==> config.mk <==
export PLATFORM = sky130hd
export DESIGN_NAME = tournament_update_sched_flat
export DESIGN_NICKNAME = d
export VERILOG_FILES = /design/src/rtl/tournament_pkg.sv /design/src/rtl/tournament_update_sched_if.sv /design/src/rtl/tournament_res_fifo.sv /design/src/rtl/tournament_update_sched.sv /design/src/flat_wrapper.sv
export SDC_FILE = /design/constraint.sdc
export NUM_CORES = 1
export LEC_CHECK = 0
export CORE_AREA = 5 5 130 132
export DETAILED_ROUTE_END_ITERATION = 8
export DIE_AREA = 0 0 135 137
export MAX_ROUTING_LAYER = met4
export PLACE_DENSITY = 0.77
export SLEW_MARGIN = 20
export SYNTH_ARGS = -nofsm -noshare
export SYNTH_HDL_FRONTEND = slang
export SYNTH_HIERARCHICAL = 1
export SYNTH_SLANG_ARGS = --single-unit
==> constraint.sdc <==
create_clock -name clock -period 5.4 [get_ports clock]
set_clock_uncertainty 0.05 [all_clocks]
set_input_delay 1.35 -clock clock [delete_from_list [all_inputs] [get_ports clock]]
set_output_delay 1.35 -clock clock [all_outputs]
set_load 0.1 [all_outputs]
==> src/rtl/tournament_pkg.sv <==
// Shared chooser encodings, scheduler FSM states and the saturating selector update.
// Pure declarations, so no latency and no flow control.
package tournament_pkg;

    localparam logic [1:0] STRONG_PH = 2'b00;
    localparam logic [1:0] WEAK_PH   = 2'b01;
    localparam logic [1:0] WEAK_GH   = 2'b10;
    localparam logic [1:0] STRONG_GH = 2'b11;

    localparam int IDX_W_DFLT        = 10;
    localparam int DEPTH_DFLT        = 4;
    localparam int STARVE_LIMIT_DFLT = 8;
    localparam int CNT_W_DFLT        = 32;

    typedef enum logic [1:0] {
        INIT = 2'd0,
        IDLE = 2'd1,
        RD   = 2'd2,
        WR   = 2'd3
    } sched_state_t;

    // Moves toward whichever predictor alone got it right; saturates at the strong ends.
    function automatic logic [1:0] chooser_next(input logic [1:0] cur,
                                                input logic       ph,
                                                input logic       gh,
                                                input logic       taken);
        logic [1:0] nxt;
        nxt = cur;
        if ((ph == taken) && (gh != taken)) begin
            if (cur != STRONG_PH) nxt = cur - 2'd1;
        end else if ((gh == taken) && (ph != taken)) begin
            if (cur != STRONG_GH) nxt = cur + 2'd1;
        end
        return nxt;
    endfunction

endpackage

==> src/rtl/tournament_update_sched_if.sv <==
// Lookup, resolution and chooser-RAM signals of the update scheduler.
// Wiring only: lookups use lk_valid/lk_grant, resolutions res_valid/res_ready.
interface tournament_update_sched_if #(
    parameter int IDX_W = 10
) ();

    logic             lk_valid;
    logic [IDX_W-1:0] lk_index;
    logic             lk_grant;

    logic             res_valid;
    logic             res_ready;
    logic [IDX_W-1:0] res_index;
    logic             res_ph;
    logic             res_gh;
    logic             res_pred;
    logic             res_taken;

    logic             tbl_en;
    logic             tbl_we;
    logic [IDX_W-1:0] tbl_addr;
    logic [1:0]       tbl_wdata;
    logic [1:0]       tbl_rdata;

    // master: front end, branch resolution and the RAM; slave: the scheduler
    modport master (
        output lk_valid, lk_index,
        output res_valid, res_index, res_ph, res_gh, res_pred, res_taken,
        output tbl_rdata,
        input  lk_grant, res_ready,
        input  tbl_en, tbl_we, tbl_addr, tbl_wdata
    );

    modport slave (
        input  lk_valid, lk_index,
        input  res_valid, res_index, res_ph, res_gh, res_pred, res_taken,
        input  tbl_rdata,
        output lk_grant, res_ready,
        output tbl_en, tbl_we, tbl_addr, tbl_wdata
    );

endinterface

==> src/rtl/tournament_res_fifo.sv <==
// Resolution-record FIFO with wrap-around pointers; head is visible combinationally.
// Push ignored while full (even on a simultaneous pop); pop ignored while empty.
module tournament_res_fifo
    import tournament_pkg::*;
#(
    parameter int DEPTH = DEPTH_DFLT,
    parameter int W     = 12
) (
    input  logic         clock,
    input  logic         reset,
    input  logic         push,
    input  logic [W-1:0] push_dat,
    input  logic         pop,
    output logic [W-1:0] head_dat,
    output logic         full,
    output logic         empty
);

    localparam int PW = $clog2(DEPTH);
    localparam logic [PW:0] PTR_ONE = (PW+1)'(1);

    logic [W-1:0] mem [DEPTH];
    logic [PW:0]  wr_ptr;
    logic [PW:0]  rd_ptr;
    logic         do_push;
    logic         do_pop;

    // Extra pointer bit tells full from empty when the low bits match.
    assign empty    = (wr_ptr == rd_ptr);
    assign full     = (wr_ptr[PW] != rd_ptr[PW]) && (wr_ptr[PW-1:0] == rd_ptr[PW-1:0]);
    assign do_push  = push && !full;
    assign do_pop   = pop && !empty;
    assign head_dat = mem[rd_ptr[PW-1:0]];

    always_ff @(posedge clock) begin
        if (reset) begin
            wr_ptr <= '0;
            rd_ptr <= '0;
        end else begin
            if (do_push) wr_ptr <= wr_ptr + PTR_ONE;
            if (do_pop)  rd_ptr <= rd_ptr + PTR_ONE;
        end
    end

    always_ff @(posedge clock) begin
        if (do_push) mem[wr_ptr[PW-1:0]] <= push_dat;
    end

endmodule

==> src/rtl/tournament_update_sched.sv <==
// Owns the single chooser-RAM port: post-reset clear, 3-cycle RMW updates, lookup arbitration, stats.
// Lookups stall (never dropped) outside IDLE; res_ready drops when the FIFO is full or during the sweep.
module tournament_update_sched
    import tournament_pkg::*;
#(
    parameter int IDX_W        = IDX_W_DFLT,
    parameter int DEPTH        = DEPTH_DFLT,
    parameter int STARVE_LIMIT = STARVE_LIMIT_DFLT,
    parameter int CNT_W        = CNT_W_DFLT
) (
    input  logic                     clock,
    input  logic                     reset,
    tournament_update_sched_if.slave bus,
    output logic [CNT_W-1:0]         hit_count,
    output logic [CNT_W-1:0]         miss_count,
    output logic                     busy
);

    localparam int               SW         = $clog2(STARVE_LIMIT + 1);
    localparam logic [SW-1:0]    STARVE_MAX = SW'(STARVE_LIMIT);
    localparam logic [SW-1:0]    STARVE_ONE = SW'(1);
    localparam logic [IDX_W-1:0] LAST_IDX   = '1;
    localparam logic [IDX_W-1:0] IDX_ONE    = IDX_W'(1);
    localparam logic [CNT_W-1:0] CNT_ONE    = CNT_W'(1);

    // Storing "predictor was right" instead of raw ph/gh/taken keeps the entry
    // at index+2 bits; chooser_next then sees an outcome of 1.
    typedef struct packed {
        logic [IDX_W-1:0] index;
        logic             ph_ok;
        logic             gh_ok;
    } res_ent_t;

    sched_state_t     state_q, state_d;
    logic [IDX_W-1:0] ptr_q, ptr_d;
    logic [SW-1:0]    starve_q, starve_d;
    logic [1:0]       rd_q;

    res_ent_t         push_ent;
    res_ent_t         head;
    logic             fifo_full;
    logic             fifo_empty;
    logic             fifo_push;
    logic             fifo_pop;
    logic             upd_sel;
    logic             res_ready;

    logic             lk_grant;
    logic             tbl_en;
    logic             tbl_we;
    logic [IDX_W-1:0] tbl_addr;
    logic [1:0]       tbl_wdata;

    assign push_ent.index = bus.res_index;
    assign push_ent.ph_ok = (bus.res_ph == bus.res_taken);
    assign push_ent.gh_ok = (bus.res_gh == bus.res_taken);

    assign res_ready = !fifo_full && (state_q != INIT) && !reset;
    assign fifo_push = bus.res_valid && res_ready;
    assign upd_sel   = !fifo_empty && (!bus.lk_valid || (starve_q == STARVE_MAX));

    tournament_res_fifo #(
        .DEPTH (DEPTH),
        .W     ($bits(res_ent_t))
    ) u_fifo (
        .clock    (clock),
        .reset    (reset),
        .push     (fifo_push),
        .push_dat (push_ent),
        .pop      (fifo_pop),
        .head_dat (head),
        .full     (fifo_full),
        .empty    (fifo_empty)
    );

    always_comb begin
        state_d   = state_q;
        ptr_d     = ptr_q;
        starve_d  = starve_q;
        fifo_pop  = 1'b0;
        lk_grant  = 1'b0;
        tbl_en    = 1'b0;
        tbl_we    = 1'b0;
        tbl_addr  = '0;
        tbl_wdata = STRONG_PH;
        case (state_q)
            INIT: begin
                tbl_en    = 1'b1;
                tbl_we    = 1'b1;
                tbl_addr  = ptr_q;
                tbl_wdata = STRONG_PH;
                ptr_d     = ptr_q + IDX_ONE;
                if (ptr_q == LAST_IDX) state_d = IDLE;
            end
            IDLE: begin
                if (!fifo_empty && (head.ph_ok == head.gh_ok)) begin
                    // Both predictors agreed: the selector cannot move, retire without touching the RAM.
                    fifo_pop = 1'b1;
                end else if (upd_sel) begin
                    tbl_en   = 1'b1;
                    tbl_addr = head.index;
                    starve_d = '0;
                    state_d  = RD;
                end else if (bus.lk_valid) begin
                    lk_grant = 1'b1;
                    tbl_en   = 1'b1;
                    tbl_addr = bus.lk_index;
                    if (!fifo_empty && (starve_q != STARVE_MAX)) starve_d = starve_q + STARVE_ONE;
                end
            end
            RD: begin
                state_d = WR;
            end
            WR: begin
                tbl_en    = 1'b1;
                tbl_we    = 1'b1;
                tbl_addr  = head.index;
                tbl_wdata = chooser_next(rd_q, head.ph_ok, head.gh_ok, 1'b1);
                fifo_pop  = 1'b1;
                state_d   = IDLE;
            end
            default: begin
                state_d = INIT;
            end
        endcase
        // Reset abandons whatever the current state would do this cycle.
        if (reset) begin
            fifo_pop = 1'b0;
            lk_grant = 1'b0;
            tbl_en   = 1'b0;
            tbl_we   = 1'b0;
        end
    end

    always_ff @(posedge clock) begin
        if (reset) begin
            state_q  <= INIT;
            ptr_q    <= '0;
            starve_q <= '0;
            rd_q     <= STRONG_PH;
        end else begin
            state_q  <= state_d;
            ptr_q    <= ptr_d;
            starve_q <= starve_d;
            if (state_q == RD) rd_q <= bus.tbl_rdata;
        end
    end

    // Stats count at acceptance, so they lead the table by the queue depth.
    always_ff @(posedge clock) begin
        if (reset) begin
            hit_count  <= '0;
            miss_count <= '0;
        end else if (fifo_push) begin
            if (bus.res_pred == bus.res_taken) begin
                if (hit_count != '1) hit_count <= hit_count + CNT_ONE;
            end else begin
                if (miss_count != '1) miss_count <= miss_count + CNT_ONE;
            end
        end
    end

    assign bus.lk_grant  = lk_grant;
    assign bus.res_ready = res_ready;
    assign bus.tbl_en    = tbl_en;
    assign bus.tbl_we    = tbl_we;
    assign bus.tbl_addr  = tbl_addr;
    assign bus.tbl_wdata = tbl_wdata;
    assign busy          = (state_q != IDLE) || !fifo_empty;

endmodule
==> src/flat_wrapper.sv <==
// flat-port wrapper written by rule: the top's interface ports become plain ports
module tournament_update_sched_flat import tournament_pkg::*;
#(
    parameter int IDX_W        = IDX_W_DFLT,
    parameter int DEPTH        = DEPTH_DFLT,
    parameter int STARVE_LIMIT = STARVE_LIMIT_DFLT,
    parameter int CNT_W        = CNT_W_DFLT
)
  (clock, reset, hit_count, miss_count, busy, bus_lk_valid, bus_lk_index, bus_res_valid, bus_res_index, bus_res_ph, bus_res_gh, bus_res_pred, bus_res_taken, bus_tbl_rdata, bus_lk_grant, bus_res_ready, bus_tbl_en, bus_tbl_we, bus_tbl_addr, bus_tbl_wdata);
  tournament_update_sched_if #(.IDX_W(IDX_W)) bus_i ();
  input  logic clock;
  input  logic reset;
  output logic [CNT_W-1:0] hit_count;
  output logic [CNT_W-1:0] miss_count;
  output logic busy;
  input wire logic [$bits(bus_i.lk_valid)-1:0] bus_lk_valid;
  input wire logic [$bits(bus_i.lk_index)-1:0] bus_lk_index;
  input wire logic [$bits(bus_i.res_valid)-1:0] bus_res_valid;
  input wire logic [$bits(bus_i.res_index)-1:0] bus_res_index;
  input wire logic [$bits(bus_i.res_ph)-1:0] bus_res_ph;
  input wire logic [$bits(bus_i.res_gh)-1:0] bus_res_gh;
  input wire logic [$bits(bus_i.res_pred)-1:0] bus_res_pred;
  input wire logic [$bits(bus_i.res_taken)-1:0] bus_res_taken;
  input wire logic [$bits(bus_i.tbl_rdata)-1:0] bus_tbl_rdata;
  output wire logic [$bits(bus_i.lk_grant)-1:0] bus_lk_grant;
  output wire logic [$bits(bus_i.res_ready)-1:0] bus_res_ready;
  output wire logic [$bits(bus_i.tbl_en)-1:0] bus_tbl_en;
  output wire logic [$bits(bus_i.tbl_we)-1:0] bus_tbl_we;
  output wire logic [$bits(bus_i.tbl_addr)-1:0] bus_tbl_addr;
  output wire logic [$bits(bus_i.tbl_wdata)-1:0] bus_tbl_wdata;
  assign bus_i.lk_valid = bus_lk_valid;
  assign bus_i.lk_index = bus_lk_index;
  assign bus_i.res_valid = bus_res_valid;
  assign bus_i.res_index = bus_res_index;
  assign bus_i.res_ph = bus_res_ph;
  assign bus_i.res_gh = bus_res_gh;
  assign bus_i.res_pred = bus_res_pred;
  assign bus_i.res_taken = bus_res_taken;
  assign bus_i.tbl_rdata = bus_tbl_rdata;
  assign bus_lk_grant = bus_i.lk_grant;
  assign bus_res_ready = bus_i.res_ready;
  assign bus_tbl_en = bus_i.tbl_en;
  assign bus_tbl_we = bus_i.tbl_we;
  assign bus_tbl_addr = bus_i.tbl_addr;
  assign bus_tbl_wdata = bus_i.tbl_wdata;
  tournament_update_sched #(.IDX_W(IDX_W), .DEPTH(DEPTH), .STARVE_LIMIT(STARVE_LIMIT), .CNT_W(CNT_W)) u_core (.clock(clock), .reset(reset), .bus(bus_i), .hit_count(hit_count), .miss_count(miss_count), .busy(busy));
endmodule
---- Word-level counts from Yosys, hierarchy flattened ----
Memories as Yosys holds them, arrays and structs flattened. A register that Yosys moved wholly into a read port is not among the register bits.
Cells that the tools add are included.
cells by class
  shift-type cells ........................ 0
  add/subtract/negate cells ............... 8
  $mul .................................... 0
  equality and inequality tests ........... 20
  mux-type cells .......................... 34
  bitwise gates (word level) .............. 4
  reductions and logical operators ........ 27
  order comparisons ....................... 0
  div/mod/pow operators ................... 0
operators by type and width
  cell                                                              number
  32-bit by 1-bit adder with 32-bit output (second input constant)  2
  32-bit != test (second input constant)                            2
  10-bit 2-to-1 mux                                                 3
  10-bit one-hot mux with 3 select lines                            1
  2-bit 2-to-1 mux                                                  10
  1-bit 2-to-1 mux                                                  14
  4-bit 2-to-1 mux                                                  3
  1-bit logical AND                                                 11
  10-bit by 1-bit adder with 10-bit output (second input constant)  1
  10-bit equality test (second input constant)                      1
  3-bit AND reduction                                               3
  2-bit one-hot mux with 4 select lines                             1
  2-bit nonzero test                                                4
  3-bit by 1-bit adder with 3-bit output (second input constant)    2
  2-bit by 1-bit != test with 1-bit output (second input constant)  3
  4-bit by 1-bit adder with 4-bit output (second input constant)    1
  1-bit equality test                                               4
  2-bit equality test (second input constant)                       2
  4-bit equality test (second input constant)                       1
  1-bit logical NOT                                                 4
  2-bit != test (second input constant)                             2
  4-bit != test (second input constant)                             1
  1-bit NOT                                                         4
  1-bit one-hot mux with 2 select lines                             2
  10 further kinds                                                  11
word-level totals
  word-level logic and storage cells ...... 102
  output and inout bits ................... 81
  memories ................................ 1
  bits in writable memories ............... 48
  memory bits (read-only) ................. 0
  flip-flop bits (word level) ............. 88
  bits in latches ......................... 0
memories
  memory             depth  width  rd ports  clocked after memory_dff  wr ports  RTL line                   RTL
  u_core.u_fifo.mem  4      12     1         1                         1         tournament_res_fifo.sv:22  logic [W-1:0] mem [DEPTH];

---- Depth between registers and ports, before layout ----
  depth after elaboration ................. 9
  gate-level depth with buffers ........... 10
  gate-level depth less buffers ........... 9

---- By module ----
The synthesis kept the hierarchy.
modules (own cells, without submodules)
  module                   instances  area each (µm²)  cells each
  tournament_update_sched  1          4528.1           546
  tournament_res_fifo      1          2302.2           130

---- Worst setup path after synthesis ----
OpenSTA, ideal clock, no wires.
  kind .................................... reg2out
  from .................................... register (tool-made name)
  to ...................................... output bus_tbl_en
  arrival ................................. 4074 ps
  path slack .............................. -74 ps
  required time ........................... 4000 ps
  cell stages (with the launch flop) ...... 7
  path through ............................ dfxtp_1 > buf_2 > mux4_2 > ha_1 > nor2_1 > o21ai_0 > a211oi_1
RTL lines
  item       RTL line            RTL
  to (decl)  flat_wrapper.sv:27  output wire logic [$bits(bus_i.tbl_en)-1:0] bus_tbl_en;

---- Final worst setup path ----
  from .................................... register u_core.u_fifo.wr_ptr[0]
  to ...................................... output bus_tbl_addr[7]
on the way
  longest elaborated chain between the ends .. 6
  elaborated cells on any way between the ends .. 7
  classes of those cells .................. eq/ne: 1; mux: 3; reduce/logical: 3
ends and longest elaborated chain
  item                                      RTL line                                                      RTL
  from (decl)                               tournament_res_fifo.sv:23                                     logic [PW:0] wr_ptr;
  from (signal assigned)                    tournament_res_fifo.sv:40                                     if (do_push) wr_ptr <= wr_ptr + PTR_ONE;
  3-bit equality test *                     tournament_res_fifo.sv:29                                     assign empty = (wr_ptr == rd_ptr);
  named net u_core.fifo_empty               tournament_update_sched.sv:42                                 logic fifo_empty;
  1-bit logical NOT *                       tournament_update_sched.sv:60, tournament_update_sched.sv:96
  1-bit logical AND                         tournament_update_sched.sv:60                                 assign upd_sel = !fifo_empty && (!bus.lk_valid || (starve_q == STARVE_MAX));
  10-bit 2-to-1 mux                         tournament_update_sched.sv:99                                 end else if (upd_sel) begin
  10-bit 2-to-1 mux *                       tournament_update_sched.sv:96                                 if (!fifo_empty && (head.ph_ok == head.gh_ok)) begin
  10-bit one-hot mux with 3 select lines *  tournament_update_sched.sv:86                                 case (state_q)
  to (decl)                                 flat_wrapper.sv:29                                            output wire logic [$bits(bus_i.tbl_addr)-1:0] bus_tbl_addr;
Mark *: on every way through the listed nets, which the timed path passes. The rest lies on a longest branch.

==> impl_metrics.yaml <==
critical_path:
  worstPathMaxFanout: 10
  rr_startpoint: "u_core/state_q[1]"
  end_kind: "output port"
  path_buf_inv: 1
  critPathKind: "reg2out"
  crit_required_ns: 4.00
  crit_arrival_ns: 3.42
  r2r-end: "u_core/u_fifo/mem[1][11]"
  crit_top_cell: "nor2_1"
  rrSetupSlack_ns: 2.06
  cp-start-kind: "flop"
  crit_path_cell_trace: "xnor2_1, nand2_1, nor2_1, a31oi_1, nor2_1, a222oi_1, nor2_1, buf_12"
  cp_top_family: "simple AND/OR/NAND/NOR gates"
  r2r_cells: 7
  critPathMaxStageDelay_ns: 0.62
  slowest_stage: "nor2_1"
synthesis:
  synth_cell_type_count: 63
  synth-async-reset-ratio: 0
  syn_nets: 724
  syn_avg_cell_area_sq_um: 10.1
  netlist.area_leader.share: 0.264
  synth_area_sq_um: 6830
  synth_ff_type: "dfxtp_1"
  synth-seq-cells: 138
  synth_cells: 676
  ys_seq_area_frac: 0.475
  synth_top_cell_by_area: "dfxtp_1"
  ys_warn_count: 6
  yosys-top-cells-area: "dfxtp_1 (26%), edfxtp_1 (21%), mux4_2 (4.0%)"
  synth_edf_count: 48
grt:
  antenna_found_initial: 0
  grt_first_pass_wirelength_mm: 27.3
  grt_usage: 0.189
  grt-ovfl-total: 0
  grt_max_degree: 56
  grt_pass1_vias: 5392
clock_network:
  htree_levels: 4
  cts_tree: "built"
  root_buffer: "clkbuf_16"
  cts_hold_buf: 0
  clock_latency_ns: 0.42
  numCtsBuffers: 17
  clock-sinks: 138
  cts_setup_buffers: 0
  clockBufferDepth: 2
  cts.clk_slew.worst_paths_ns: 0.06
  ctsResizeCount: 0
power:
  leakage_nw: 2.86
  vdd_drop_max_mv: 0.189
  power_density_nw_per_um2: 308
timing:
  finalSetupViolations: 0
  rsz0062_at_grt: "no"
  fmaxAchievable_ghz: 0.207
  worstMarginPinSlew_ns: 1.00
  min_period_over_period: 0.893
  period_needed_ns: 4.82
  whs_ns: 0.438
  max_slew_margin: 0.328
  setup_tns_ns: 0
  hold_viol: 0
  slew_viol_final: 0
placed_design:
  portBuffers: 110
  gp_congestion: 0.871
  place_hpwl_mm: 11.8
min_path:
  min_from: "u_core/starve_q[2]"
  holdCritPathClass: "reg2reg"
  whs_endpoint: "u_core/starve_q[2]"
  min_path_cells: 2
cells_and_area:
  drive_above_1_share: 0.111
  post-route-util: 0.563
  diodes: 0
  num-nets-final: 834
  synthToLayoutAreaGrowth_pct: 28.6
floorplan:
  die_x_um: 135
  initial_utilization: 0.438
  fp.dieH_um: 137
  coreArea_sq_um: 15600
  io_pins: 111
  num_rows: 46
  die-area_sq_um: 18500
route:
  viasPerCell: 5.73
  vias: 5813
  drtIter0Drc: 405
  dr.pass1.iters: 7
  wl_per_cell_um: 16.5
  final_antenna_net_count: 0
  drc: 0
  drt_wl_total_mm: 16.8
status:
  status: "complete, no violations"
run:
  maxCapViolations: 0
## kinds of logic after synthesis
| logic type | count (synthesis) | share of synthesized area |
|---|---|---|
| mux | 26 | 0.0610 |
| buf+inv | 46 | 0.0302 |
| simple gates | 271 | 0.220 |
| xor+xnor | 35 | 0.0449 |
| flops | 138 | 0.475 |
| compound gates | 142 | 0.136 |
| fa+ha+maj | 18 | 0.0330 |
## state kept, by name, summed over array words and instances (netlist names), named ones only
name and flops:
u_core/miss_count 32, u_core/state_q 2, u_core/u_fifo/mem 48, u_core/ptr_q 10, u_core/u_fifo/rd_ptr 3, u_core/u_fifo/wr_ptr 3
u_core/hit_count 32, u_core/starve_q 4, u_core/rd_q 2
## worst min-delay path, stage by stage (launching register included)
cell	delay [ns]
dfxtp_1	0.33
nand2_1	0.06
a21oi_1	0.05
## cell usage after synthesis (10+ instances only)
master / number
mux4_2: 12
a21oi_1: 42
or4_1: 18
nand3_1: 31
a222oi_1: 10
and4_1: 10
xor2_1: 13
edfxtp_1: 48
or3_1: 21
dfxtp_1: 90
o21ai_0: 31
inv_1: 20
nand4_1: 26
o31ai_1: 15
ha_1: 18
nand2_1: 47
xnor2_1: 22
nor2_1: 69
## per-stage QoR
| stage | cells | setup slack (ns) | total power, mW | instance area [sq um] |
|---|---|---|---|---|
| 2_1_floorplan | 676 | 0.142 | 1.46 | 6840 |
| 3_3_place_gp | 983 | 0.767 | 1.60 | 8210 |
| 3_5_place_dp | 983 | 0.695 | 1.61 | 8210 |
| 4_1_cts | 1015 | 0.589 | 2.73 | 8780 |
| 5_1_grt | 1015 | 0.348 | 2.80 | 8780 |
| 6_report | 1015 | 0.577 | 2.70 | 8780 |
## metal layers
layer  vias to the layer above  global-route usage  part of all wire  wire [um]
met2                       214               0.300              0.48       8050
met1                      2762               0.239              0.44       7330
met5                         -                   -                 0          0
met3                        31              0.0371             0.059        987
met4                         0              0.0756             0.023        386
li1                       2806                   -                 -          -
## final cells by class
class                      count  area (sq um)
multi-input combinational    492          3390
timing repair buffer         115          1220
clock inverter                15           148
clock buffer                  17           425
fill                        1284          6820
sequential                   138          3240
inverter                      22          82.6
tap                          216           270
## worst max-delay path by stage
| stage | startpoint | end | depth (start not counted) |
|---|---|---|---|
| 4_1_cts | u_core/u_fifo/wr_ptr[0] | bus_tbl_addr[1] | 8 |
| 3_3_place_gp | bus_lk_valid | bus_tbl_addr[9] | 6 |
| 3_5_place_dp | bus_lk_valid | bus_tbl_addr[1] | 6 |
| 2_1_floorplan | flop | bus_tbl_wdata[0] | 6 |
| 6_report | u_core/u_fifo/wr_ptr[0] | bus_tbl_addr[7] | 8 |
| 5_1_grt | u_core/u_fifo/wr_ptr[0] | bus_tbl_addr[3] | 8 |
## power by group
group	internal, mW	switching, mW	total [mW]
Clock	0.613	0.498	1.11
Sequential	1.09	0.0202	1.11
Combinational	0.157	0.319	0.476
Total	1.86	0.838	2.70
## placed cells by master (no fill, tap or decap), types with 5 or more instances in the layout
cell type,n
nand2_1,47
and3_1,5
inv_1,20
nand4_1,26
and4_1,10
edfxtp_1,48
or4_1,18
and2_1,6
dfxtp_1,90
buf_4,12
xor2_1,13
ha_1,18
nor3_1,6
mux2i_1,9
xnor2_1,22
or3_1,21
clkdlybuf4s50_1,93
nand3b_1,5
o31ai_1,15
a222oi_1,10
a211oi_1,8
o21ai_0,31
o211ai_1,9
nor2_1,69
nor3b_1,5
buf_12,10
clkbuf_16,17
nand3_1,31
mux4_2,12
a31oi_1,6
a21oi_1,42
inv_6,6
No activity file was read; power rests on OpenSTA's default activity.
